--- src/rtl/accum_warp_looper_bank_split_if.sv ---
// Handshake and data bundle between the warp looper address stage, the bank
// splitter and the banked SRAM port. The conflict counter signal is present
// only when ACCUM_BANK_SPLIT_STAT_EN is defined.
interface accum_warp_looper_bank_split_if #(
  parameter int unsigned N_CFG = 4,
  parameter int unsigned ABW   = 8,
  parameter int unsigned VSIZE = 4
);
  localparam int unsigned NCFG_BW = $clog2(N_CFG + 1);
  localparam int unsigned CV_BW   = $clog2(VSIZE);

  // Upstream vector side
  logic                                src_rdy;
  logic                                src_ack;
  logic [NCFG_BW-1:0]                  i_id;
  logic [VSIZE-1:0][ABW-1:0]           i_address;
  logic [VSIZE-1:0]                    i_valid;
  logic                                i_retire;

  // Downstream beat side
  logic                                dst_rdy;
  logic                                dst_ack;
  logic [NCFG_BW-1:0]                  o_id;
  logic [VSIZE-1:0][ABW-CV_BW-1:0]     o_bank_addr;
  logic [VSIZE-1:0]                    o_bank_valid;
  logic [VSIZE-1:0][CV_BW-1:0]         o_bank_lane;
  logic                                o_last_beat;
  logic                                o_retire;
`ifdef ACCUM_BANK_SPLIT_STAT_EN
  logic [31:0]                         o_conflict_cnt;
`endif

  // Environment view: drives vectors and beat acks
  modport master (
`ifdef ACCUM_BANK_SPLIT_STAT_EN
    input  o_conflict_cnt,
`endif
    output src_rdy, i_id, i_address, i_valid, i_retire, dst_ack,
    input  src_ack, dst_rdy, o_id, o_bank_addr, o_bank_valid, o_bank_lane, o_last_beat,
    input  o_retire
  );

  // Splitter view
  modport slave (
`ifdef ACCUM_BANK_SPLIT_STAT_EN
    output o_conflict_cnt,
`endif
    input  src_rdy, i_id, i_address, i_valid, i_retire, dst_ack,
    output src_ack, dst_rdy, o_id, o_bank_addr, o_bank_valid, o_bank_lane, o_last_beat,
    output o_retire
  );
endinterface

--- src/rtl/accum_warp_looper_bank_split.sv ---
// Bank-conflict splitter: takes one vector of VSIZE lane addresses and emits
// conflict-free beats, one lane per bank per beat, lowest lane first.
// Optional feature macro: ACCUM_BANK_SPLIT_STAT_EN adds a saturating count of
// non-first beats (o_conflict_cnt).
module accum_warp_looper_bank_split #(
  parameter int unsigned N_CFG = 4,
  parameter int unsigned ABW   = 8
) (
  input  logic                          i_clk,
  input  logic                          i_rst,
  accum_warp_looper_bank_split_if.slave bus
);
  localparam int unsigned VSIZE   = 4;
  localparam int unsigned CV_BW   = $clog2(VSIZE);
  localparam int unsigned NCFG_BW = $clog2(N_CFG + 1);
  localparam int unsigned RBW     = ABW - CV_BW;

  typedef enum logic {StIdle, StBusy} state_e;

  state_e                      state_q, state_d;
  logic [NCFG_BW-1:0]          id_q;
  logic [VSIZE-1:0][ABW-1:0]   addr_q;
  logic                        retire_q;
  logic [VSIZE-1:0]            pending_q, pending_d;

  logic [VSIZE-1:0]            issued;
  logic [VSIZE-1:0]            bank_valid;
  logic [VSIZE-1:0][CV_BW-1:0] bank_lane;
  logic [VSIZE-1:0][RBW-1:0]   bank_addr;
  logic                        last_beat;
  logic                        src_ack;
  logic                        dst_rdy;

  // State register
  always_ff @(posedge i_clk) begin
    if (!i_rst) begin
      state_q <= StIdle;
    end else begin
      state_q <= state_d;
    end
  end

  // Next-state: a new vector keeps us busy even across the last-beat ack
  always_comb begin
    state_d = state_q;
    if (src_ack) begin
      state_d = StBusy;
    end else if (bus.dst_ack && last_beat) begin
      state_d = StIdle;
    end
  end

  // FSM outputs: handshakes
  always_comb begin
    dst_rdy = (state_q == StBusy);
    src_ack = bus.src_rdy && ((state_q == StIdle) || (bus.dst_ack && last_beat));
  end

  // Beat selection from registers only; descending scan so the lowest lane wins
  always_comb begin
    issued     = '0;
    bank_valid = '0;
    bank_lane  = '0;
    bank_addr  = '0;
    for (int b = 0; b < VSIZE; b++) begin
      for (int i = VSIZE - 1; i >= 0; i--) begin
        if (pending_q[i] && (addr_q[i][CV_BW-1:0] == CV_BW'(b))) begin
          bank_valid[b] = 1'b1;
          bank_lane[b]  = CV_BW'(i);
          bank_addr[b]  = addr_q[i][ABW-1:CV_BW];
        end
      end
    end
    for (int b = 0; b < VSIZE; b++) begin
      if (bank_valid[b]) begin
        issued[bank_lane[b]] = 1'b1;
      end
    end
  end

  assign last_beat = (state_q == StBusy) && ((pending_q & ~issued) == '0);

  // Pending mask: a new vector overrides retirement of the old one's last beat
  always_comb begin
    pending_d = pending_q;
    if (bus.dst_ack && dst_rdy) begin
      pending_d = pending_q & ~issued;
    end
    if (src_ack) begin
      pending_d = bus.i_valid;
    end
  end

  // Holding registers for the accepted vector
  always_ff @(posedge i_clk) begin
    if (!i_rst) begin
      id_q      <= '0;
      addr_q    <= '0;
      retire_q  <= 1'b0;
      pending_q <= '0;
    end else begin
      pending_q <= pending_d;
      if (src_ack) begin
        id_q     <= bus.i_id;
        addr_q   <= bus.i_address;
        retire_q <= bus.i_retire;
      end
    end
  end

`ifdef ACCUM_BANK_SPLIT_STAT_EN
  logic        first_q, first_d;
  logic [31:0] cnt_q, cnt_d;

  // Conflict statistics: count acked beats that are not the vector's first
  always_comb begin
    first_d = first_q;
    cnt_d   = cnt_q;
    if (bus.dst_ack && dst_rdy) begin
      first_d = 1'b0;
      if (!first_q && (cnt_q != 32'hffff_ffff)) begin
        cnt_d = cnt_q + 32'd1;
      end
    end
    if (src_ack) begin
      first_d = 1'b1;
    end
  end

  // Statistics registers
  always_ff @(posedge i_clk) begin
    if (!i_rst) begin
      first_q <= 1'b0;
      cnt_q   <= '0;
    end else begin
      first_q <= first_d;
      cnt_q   <= cnt_d;
    end
  end

  assign bus.o_conflict_cnt = cnt_q;
`endif

  assign bus.src_ack      = src_ack;
  assign bus.dst_rdy      = dst_rdy;
  assign bus.o_id         = id_q;
  assign bus.o_bank_addr  = bank_addr;
  assign bus.o_bank_valid = bank_valid;
  assign bus.o_bank_lane  = bank_lane;
  assign bus.o_last_beat  = last_beat;
  assign bus.o_retire     = retire_q & last_beat;

  // A beat may only be consumed while one is offered
  dst_ack_needs_rdy_a: assert property (@(posedge i_clk) disable iff (!i_rst)
    bus.dst_ack |-> dst_rdy);

endmodule

--- src/flat_wrapper.sv ---
// flat-port wrapper written by rule: the top's interface ports become plain ports
module accum_warp_looper_bank_split_flat 
#(
  parameter int unsigned N_CFG = 4,
  parameter int unsigned ABW   = 8
)
  (i_clk, i_rst, bus_src_rdy, bus_i_id, bus_i_address, bus_i_valid, bus_i_retire, bus_dst_ack, bus_src_ack, bus_dst_rdy, bus_o_id, bus_o_bank_addr, bus_o_bank_valid, bus_o_bank_lane, bus_o_last_beat, bus_o_retire);
  accum_warp_looper_bank_split_if #(.N_CFG(N_CFG), .ABW(ABW), .VSIZE(4)) bus_i ();
  input  logic i_clk;
  input  logic i_rst;
  input wire logic [$bits(bus_i.src_rdy)-1:0] bus_src_rdy;
  input wire logic [$bits(bus_i.i_id)-1:0] bus_i_id;
  input wire logic [$bits(bus_i.i_address)-1:0] bus_i_address;
  input wire logic [$bits(bus_i.i_valid)-1:0] bus_i_valid;
  input wire logic [$bits(bus_i.i_retire)-1:0] bus_i_retire;
  input wire logic [$bits(bus_i.dst_ack)-1:0] bus_dst_ack;
  output wire logic [$bits(bus_i.src_ack)-1:0] bus_src_ack;
  output wire logic [$bits(bus_i.dst_rdy)-1:0] bus_dst_rdy;
  output wire logic [$bits(bus_i.o_id)-1:0] bus_o_id;
  output wire logic [$bits(bus_i.o_bank_addr)-1:0] bus_o_bank_addr;
  output wire logic [$bits(bus_i.o_bank_valid)-1:0] bus_o_bank_valid;
  output wire logic [$bits(bus_i.o_bank_lane)-1:0] bus_o_bank_lane;
  output wire logic [$bits(bus_i.o_last_beat)-1:0] bus_o_last_beat;
  output wire logic [$bits(bus_i.o_retire)-1:0] bus_o_retire;
  assign bus_i.src_rdy = bus_src_rdy;
  assign bus_i.i_id = bus_i_id;
  assign bus_i.i_address = bus_i_address;
  assign bus_i.i_valid = bus_i_valid;
  assign bus_i.i_retire = bus_i_retire;
  assign bus_i.dst_ack = bus_dst_ack;
  assign bus_src_ack = bus_i.src_ack;
  assign bus_dst_rdy = bus_i.dst_rdy;
  assign bus_o_id = bus_i.o_id;
  assign bus_o_bank_addr = bus_i.o_bank_addr;
  assign bus_o_bank_valid = bus_i.o_bank_valid;
  assign bus_o_bank_lane = bus_i.o_bank_lane;
  assign bus_o_last_beat = bus_i.o_last_beat;
  assign bus_o_retire = bus_i.o_retire;
  accum_warp_looper_bank_split #(.N_CFG(N_CFG), .ABW(ABW)) u_core (.i_clk(i_clk), .i_rst(i_rst), .bus(bus_i));
endmodule
--- config.mk ---
export PLATFORM = sky130hd
export DESIGN_NAME = accum_warp_looper_bank_split_flat
export DESIGN_NICKNAME = d
export VERILOG_FILES = /design/src/rtl/accum_warp_looper_bank_split_if.sv /design/src/rtl/accum_warp_looper_bank_split.sv /design/src/flat_wrapper.sv
export SDC_FILE = /design/constraint.sdc
export NUM_CORES = 1
export LEC_CHECK = 0
export CORE_MARGIN = 4
export CORE_UTILIZATION = 40
export CTS_CLUSTER_DIAMETER = 60
export DETAILED_ROUTE_END_ITERATION = 8
export PLACE_DENSITY = 0.7
export SLEW_MARGIN = 15
export SYNTH_ARGS = -nofsm -noshare
export SYNTH_HDL_FRONTEND = slang
export SYNTH_SLANG_ARGS = --single-unit
--- constraint.sdc ---
create_clock -name i_clk -period 5.2 [get_ports i_clk]
set_input_delay 1.04 -clock i_clk [delete_from_list [all_inputs] [get_ports i_clk]]
set_output_delay 1.04 -clock i_clk [all_outputs]
set_load 0.05 [all_outputs]
# [Word-level counts from Yosys, hierarchy flattened]
# Index checks and enable logic that the tools add are counted.
[classes] add_sub_neg=0 n_mul=0 n_div=0 order_cmp=8 eq_ne=12 n_shift=0 n_mux=64 bitwise_logic=7 reduce_logical=32
[ops] operator="6-bit two-way mux" n=16
[ops] operator="2-bit two-way mux" n=16
[ops] operator="1-bit logical AND" n=24
[ops] operator="4-bit two-way mux" n=6
[ops] operator="1-bit two-way mux" n=22
[ops] operator="2-bit == test (second input constant)" n=8
[ops] operator="2-bit by 3-bit < comparator with 1-bit output (second input constant)" n=4
[ops] operator="4-bit bitwise OR" n=3
[ops] operator="1-bit demux with 2-bit select" n=4
[ops] operator="2-bit by 1-bit == test with 1-bit output (second input constant)" n=4
[ops] operator="2-bit by 1-bit greater-or-equal comparator with 1-bit output (second input constant)" n=4
[ops] operator="2-bit zero test" n=4
[ops] operator="4-bit bitwise AND" n=1
[ops] operator="4-bit zero test" n=1
[ops] operator="4-bit NOT" n=1
[ops] operator="2-bit nonzero test" n=2
[ops] operator="1-bit bitwise AND" n=1
[ops] operator="1-bit logical OR" n=1
[ops] operator="1-bit NOT" n=1
[totals] regBits=41 latchBits=0 mem_bits_rw=0 rom_bits=0 out_inout_bits=43 elab_cells=131 memories=0

# [Longest topological paths before layout]
[logic_depth] word_depth=25 ltp_mapped=9 depth_no_buf=5

# [Least setup slack after synthesis]
# Ideal clock, no wire load.
[synth_path] path_kind="reg-to-output" start="register u_core.pending_q[1]" end="output bus_o_retire" arrival_time_ns=3.718 setup_slack_ns=0.442 path_stages_with_launch=8 path_cell_list="dfxtp_1 -> buf_2 -> and3b_1 -> buf_6 -> or4b_1 -> and4_4 -> nor4b_1 -> and2_1"
[synth_between] elab_chain_len=19 elab_cells_between_ends=52 cone_classes="8 x order compare; 28 x mux; 6 x bitwise; 10 x reduce/logical"
[synth_rtl] item="from (decl)" line="accum_warp_looper_bank_split.sv:24" text="logic [VSIZE-1:0] pending_q, pending_d;"
[synth_rtl] item="from (signal assigned)" line="accum_warp_looper_bank_split.sv:102" text="pending_q <= pending_d;"
[synth_rtl] item="1-bit logical AND" line="accum_warp_looper_bank_split.sv:67" text="if (pending_q[i] && (addr_q[i][CV_BW-1:0] == CV_BW'(b))) begin"
[synth_rtl] item="2-bit two-way mux (2 in a row)" line="accum_warp_looper_bank_split.sv:67"
[synth_rtl] item="2-bit by 3-bit < comparator with 1-bit output (not written as such) or 2-bit by 1-bit greater-or-equal comparator with 1-bit output (tied branches)" line="accum_warp_looper_bank_split.sv:76" text="issued[bank_lane[b]] = 1'b1;"
[synth_rtl] item="1-bit logical AND (not written as such)" line="accum_warp_looper_bank_split.sv:76"
[synth_rtl] item="1-bit two-way mux (not written as such)" line="accum_warp_looper_bank_split.sv:76"
[synth_rtl] item="1-bit demux with 2-bit select"
[synth_rtl] item="4-bit two-way mux" line="accum_warp_looper_bank_split.sv:75" text="if (bank_valid[b]) begin"
[synth_rtl] item="4-bit bitwise OR (no line)"
[synth_rtl] item="[3 not listed]"
[synth_rtl] item="4-bit bitwise OR (no line)"
[synth_rtl] item="4-bit two-way mux" line="accum_warp_looper_bank_split.sv:75"
[synth_rtl] item="4-bit NOT" line="accum_warp_looper_bank_split.sv:81" text="assign last_beat = (state_q == StBusy) && ((pending_q & ~issued) == '0);"
[synth_rtl] item="4-bit bitwise AND (*)" line="accum_warp_looper_bank_split.sv:81"
[synth_rtl] item="4-bit zero test (*)" line="accum_warp_looper_bank_split.sv:81"
[synth_rtl] item="1-bit logical AND (*)" line="accum_warp_looper_bank_split.sv:81"
[synth_rtl] item="net bus_o_last_beat" line="flat_wrapper.sv:23" text="output wire logic [$bits(bus_i.o_last_beat)-1:0] bus_o_last_beat;"
[synth_rtl] item="1-bit bitwise AND (*)" line="accum_warp_looper_bank_split.sv:151" text="assign bus.o_retire = retire_q & last_beat;"
[synth_rtl] item="to (decl)" line="flat_wrapper.sv:24" text="output wire logic [$bits(bus_i.o_retire)-1:0] bus_o_retire;"
# Mark *: on every way through the listed nets, which the timed path passes. The rest lies on a longest branch.

# [Worst setup path in the final report]
[layout_path] start="register u_core.addr_q[8] (netlist name)" end="output bus_src_ack"
[layout_between] elab_chain_len=22 elab_cells_between_ends=58 cone_classes="8 x order compare; 3 x eq/ne; 28 x mux; 5 x bitwise; 14 x reduce/logical"
[layout_rtl] item="from (decl)" line="accum_warp_looper_bank_split.sv:22" text="logic [VSIZE-1:0][ABW-1:0] addr_q;"
[layout_rtl] item="from (signal assigned)" line="accum_warp_looper_bank_split.sv:105" text="addr_q <= bus.i_address;"
[layout_rtl] item="2-bit zero test" line="accum_warp_looper_bank_split.sv:67"
[layout_rtl] item="1-bit logical AND" line="accum_warp_looper_bank_split.sv:67"
[layout_rtl] item="2-bit two-way mux (2 in a row)" line="accum_warp_looper_bank_split.sv:67"
[layout_rtl] item="2-bit by 3-bit < comparator with 1-bit output (not written as such) or 2-bit by 1-bit greater-or-equal comparator with 1-bit output (tied branches)" line="accum_warp_looper_bank_split.sv:76"
[layout_rtl] item="1-bit logical AND (not written as such)" line="accum_warp_looper_bank_split.sv:76"
[layout_rtl] item="1-bit two-way mux (not written as such)" line="accum_warp_looper_bank_split.sv:76"
[layout_rtl] item="1-bit demux with 2-bit select"
[layout_rtl] item="4-bit two-way mux" line="accum_warp_looper_bank_split.sv:75"
[layout_rtl] item="[5 not listed]"
[layout_rtl] item="4-bit two-way mux (*)" line="accum_warp_looper_bank_split.sv:75"
[layout_rtl] item="4-bit NOT (*)" line="accum_warp_looper_bank_split.sv:81"
[layout_rtl] item="4-bit bitwise AND (*)" line="accum_warp_looper_bank_split.sv:81"
[layout_rtl] item="4-bit zero test (*)" line="accum_warp_looper_bank_split.sv:81"
[layout_rtl] item="1-bit logical AND (*)" line="accum_warp_looper_bank_split.sv:81"
[layout_rtl] item="1-bit logical AND (*)" line="accum_warp_looper_bank_split.sv:56" text="src_ack = bus.src_rdy && ((state_q == StIdle) || (bus.dst_ack && last_beat));"
[layout_rtl] item="1-bit logical OR (*)" line="accum_warp_looper_bank_split.sv:56"
[layout_rtl] item="1-bit logical AND (*)" line="accum_warp_looper_bank_split.sv:56"
[layout_rtl] item="to (decl)" line="flat_wrapper.sv:17" text="output wire logic [$bits(bus_i.src_ack)-1:0] bus_src_ack;"
# Every way passes the cells marked *; elsewhere a longest branch is shown, timed or not.

==> impl_table.tex <==
\begin{tabular}{lr}
\hline
Metric & Value \\
\hline
\multicolumn{2}{l}{\textbf{Worst hold path}} \\
\quad Worst hold path startpoint & u\_core.bus.o\_id[2] \\
\quad Min-Delay Path Depth & 2 \\
\quad HP Class & flop to flop \\
\quad Hold EP & u\_core.bus.o\_id[2] \\
\multicolumn{2}{l}{\textbf{Clock tree}} \\
\quad Clock input transition at the sequential cells of the worst setup and hold paths & 80 ps \\
\quad Post-CTS Resized & 0 \\
\quad Number of levels in the clock H-tree & 2 \\
\quad Worst-Skew Late Latency & 290 ps \\
\quad Clock sink total & 41 \\
\quad TritonCTS clock tree & built \\
\quad TritonCTS Buffers & 5 \\
\quad Root Buffer & sky130\_fd\_sc\_hd\_\_clkbuf\_8 \\
\quad Longest Clk Path Bufs & 2 \\
\quad Number of buffers inserted for hold repair after clock tree synthesis & 0 \\
\quad Post-CTS setup buffer count & 0 \\
\multicolumn{2}{l}{\textbf{Layout}} \\
\quad Footprint of the multi-input gates & 1850 um\^{}2 \\
\quad Layout cell share with drive strength beyond 1 & 3.73\% \\
\quad Nets & 526 \\
\quad Number of antenna repair diodes & 0 \\
\quad Area of all placed cells without fillers & 3780 um\^{}2 \\
\quad Layout filler cell count & 709 \\
\quad Area delta synth->final & 31.2\% \\
\quad Combined flip-flop and latch cell area & 821 um\^{}2 \\
\quad Final Core Density & 54.7\% \\
\multicolumn{2}{l}{\textbf{Route}} \\
\quad Post-detailed-route DRC marker count & 0 \\
\quad Routed vias & 3,072 \\
\quad Routed WL per cell & 15.5 um \\
\quad Via-per-instance ratio & 5.31 \\
\quad Final wirelength & 8950 um \\
\quad First-pass iteration count of the detailed router & 5 \\
\quad Number of nets still failing antenna checks after routing & 0 \\
\quad DR iter-0 viols & 155 \\
\multicolumn{2}{l}{\textbf{Placement}} \\
\quad Instance area after placement & 3690 um\^{}2 \\
\quad Placer congestion estimate & 0.894 \\
\quad Detailed placement HPWL & 6470 um \\
\quad PortBufs & 86 \\
\multicolumn{2}{l}{\textbf{GRT}} \\
\quad Pin count of the biggest net entering global routing & 81 \\
\quad Antenna violations before repair & 0 \\
\quad Combined global-route utilization of all metal layers & 20.7\% \\
\quad Global-route wire length before repair & 14,300 um \\
\quad Overflow after GRT & 0 \\
\quad Number of global-route vias before repair & 2,921 \\
\multicolumn{2}{l}{\textbf{Critical path}} \\
\quad Terminus of the critical flop-to-flop path & u\_core.addr\_q[3] \\
\quad Worst-case register-to-register setup slack & 2400 ps \\
\quad Depth of the worst register-to-register path & 6 \\
\quad Startpoint class of the critical path & flop \\
\quad Category of the most critical setup path & flop to primary output \\
\quad Type of element capturing the critical path & primary output \\
\quad Critical path launch point & u\_core.addr\_q[8] \\
\quad Data arrival, critical path & 3290 ps \\
\quad Critical path fanouts, max & 17 \\
\quad Data required time of the critical path & 4160 ps \\
\quad Critical register-to-register path startpoint & u\_core.addr\_q[8] \\
\multicolumn{2}{l}{\textbf{Logic synthesis}} \\
\quad Per-instance average area after synthesis & 6.78 um\^{}2 \\
\quad Count of different cell masters after synthesis & 36 \\
\quad Synthesis warning total & 0 \\
\quad Proportion of synthesized chip area in sequential cells & 28.5\% \\
\quad Syn nets & 469 \\
\quad Synth Cell Area & 2880 um\^{}2 \\
\quad Post-Syn Instances & 425 \\
\quad Count of state elements after synthesis & 41 \\
\multicolumn{2}{l}{\textbf{STA}} \\
\quad TNS Setup & 0 ps \\
\quad Final Skew & 7.75 ps \\
\quad F\_max & 231 MHz \\
\quad Final hold vios & 0 \\
\quad Worst slew slack as a fraction of its limit & 50.5\% \\
\quad Setup Viol. Count Final & 0 \\
\quad Fin crit share & 83.2\% \\
\quad Least-Margin Pin Slew & 743 ps \\
\quad Clock period minus final worst setup slack & 4330 ps \\
\quad Unrepaired setup endpoints after global routing & false \\
\quad Number of max-slew violations in the final report & 0 \\
\multicolumn{2}{l}{\textbf{Floorplan}} \\
\quad Starting utilization of the core area & 41.7\% \\
\quad Horizontal extent of the die & 92.9 um \\
\quad Cell Rows & 30 \\
\quad Die footprint & 8630 um\^{}2 \\
\quad Placeable Area & 6910 um\^{}2 \\
\quad Ports placed on the boundary & 87 \\
\quad Chip height & 92.9 um \\
\multicolumn{2}{l}{\textbf{Power}} \\
\quad Peak supply drop & 0.000163 V \\
\quad Leakage & 1.44 nW \\
\quad Power density of the placed cells & 241 nW/um\^{}2 \\
\quad Final total power & 0.000910 W \\
\multicolumn{2}{l}{\textbf{Job}} \\
\quad Number of max-cap violations & 0 \\
\multicolumn{2}{l}{\textbf{Outcome}} \\
\quad Result of the run & completed \\
\hline
\end{tabular}
[cells by family after synthesis]
family,synth area share (%)
XOR/XNOR,0.608
buffers and inverters,7.51
multiplexers,12.5
flip-flops,28.5
AO/OA/AOI/OAI,17.8
AND/OR/NAND/NOR,33.1
[through the flow]
stage | cells | worst slack (ps) | hold WS (ps)
detailed placement | 571 | 1190 | 458
global route | 579 | 706 | 492
finish | 579 | 871 | 465
floorplan | 425 | 442 | 433
CTS | 579 | 863 | 470
global placement | 571 | 1200 | 445
[state kept, by name, summed over array words and instances (netlist names)]
signal	cells
u_core.bus.dst_rdy	1
u_core.addr_q	32
u_core.bus.o_id	3
u_core.retire_q	1
u_core.pending_q	4
[layout make-up]
cell class | count | area share [%]
well taps | 96 | 3.18
multi-input cells | 340 | 49.0
inverters | 4 | 0.397
flip-flops and latches | 41 | 21.7
clock buffers | 6 | 1.92
repair buffers | 90 | 23.4
clock inverters | 2 | 0.397
[worst max-delay path by stage]
stage,end,slack (ps),cells past startpoint
finish,bus_src_ack,870,6
global route,bus_o_retire,710,6
CTS,bus_src_ack,860,6
detailed placement,bus_src_ack,1190,6
global placement,bus_src_ack,1200,6
floorplan,bus_o_retire,440,7
[cell usage after synthesis (all sizes together)]
cell     number  area [um^2]
nor3b         4         41.3
a21oi        53          265
o2111ai       1         8.76
mux2i        36          360
nand2b        1         6.26
or4           1         7.51
nand2       129          484
nor4b         1         8.76
or3b          1         8.76
o22ai         2         12.5
nand3        30          150
nor2         13         48.8
o41a          1         11.3
and3b         8         70.1
a41oi         1         8.76
xor2          2         17.5
nor3          6         30.0
clkbuf       28          105
o21ai        30          150
a31oi         2         12.5
or4b          2         20.0
and4          1         11.3
dfxtp        41          821
nand4         1         6.26
o221ai        2         17.5
and3          4         25.0
buf          12         96.3
o211ai        2         15.0
inv           4         15.0
and2          1         6.26
nand3b        4         30.0
o221a         1         11.3
[cells in the final DEF (no fill, tap or decap), types with 5 or more instances in the layout]
cell,n
sky130_fd_sc_hd__nor3_1,6
sky130_fd_sc_hd__o21ai_0,29
sky130_fd_sc_hd__nor2_1,13
sky130_fd_sc_hd__and3b_1,8
sky130_fd_sc_hd__mux2i_1,36
sky130_fd_sc_hd__nand2_1,129
sky130_fd_sc_hd__clkbuf_8,5
sky130_fd_sc_hd__dfxtp_1,41
sky130_fd_sc_hd__nand3_1,30
sky130_fd_sc_hd__clkdlybuf4s50_1,85
sky130_fd_sc_hd__a21oi_1,53
[layer usage]
metal  track usage (%)  part of all wire [%]
met5                 0                     0
met4              8.42                   1.7
met3              3.25                   5.8
met2              34.3                    48
met1              26.7                    45
[worst max-delay path, stage by stage (launching register included)]
cell and delay [ps]:
sky130_fd_sc_hd__dfxtp_1 450, sky130_fd_sc_hd__and3b_1 410, sky130_fd_sc_hd__or4b_1 600, sky130_fd_sc_hd__and4_4 190, sky130_fd_sc_hd__o41a_2 490, sky130_fd_sc_hd__inv_1 60, sky130_fd_sc_hd__clkdlybuf4s50_1 790
[power by group]
group | internal (W) | switching [W]
combinational | 0.000127 | 0.000188
clock | 0.0000946 | 0.000111
sequential | 0.000344 | 0.0000451
total | 0.000565 | 0.000344
(Power assumes the default switching activity.)
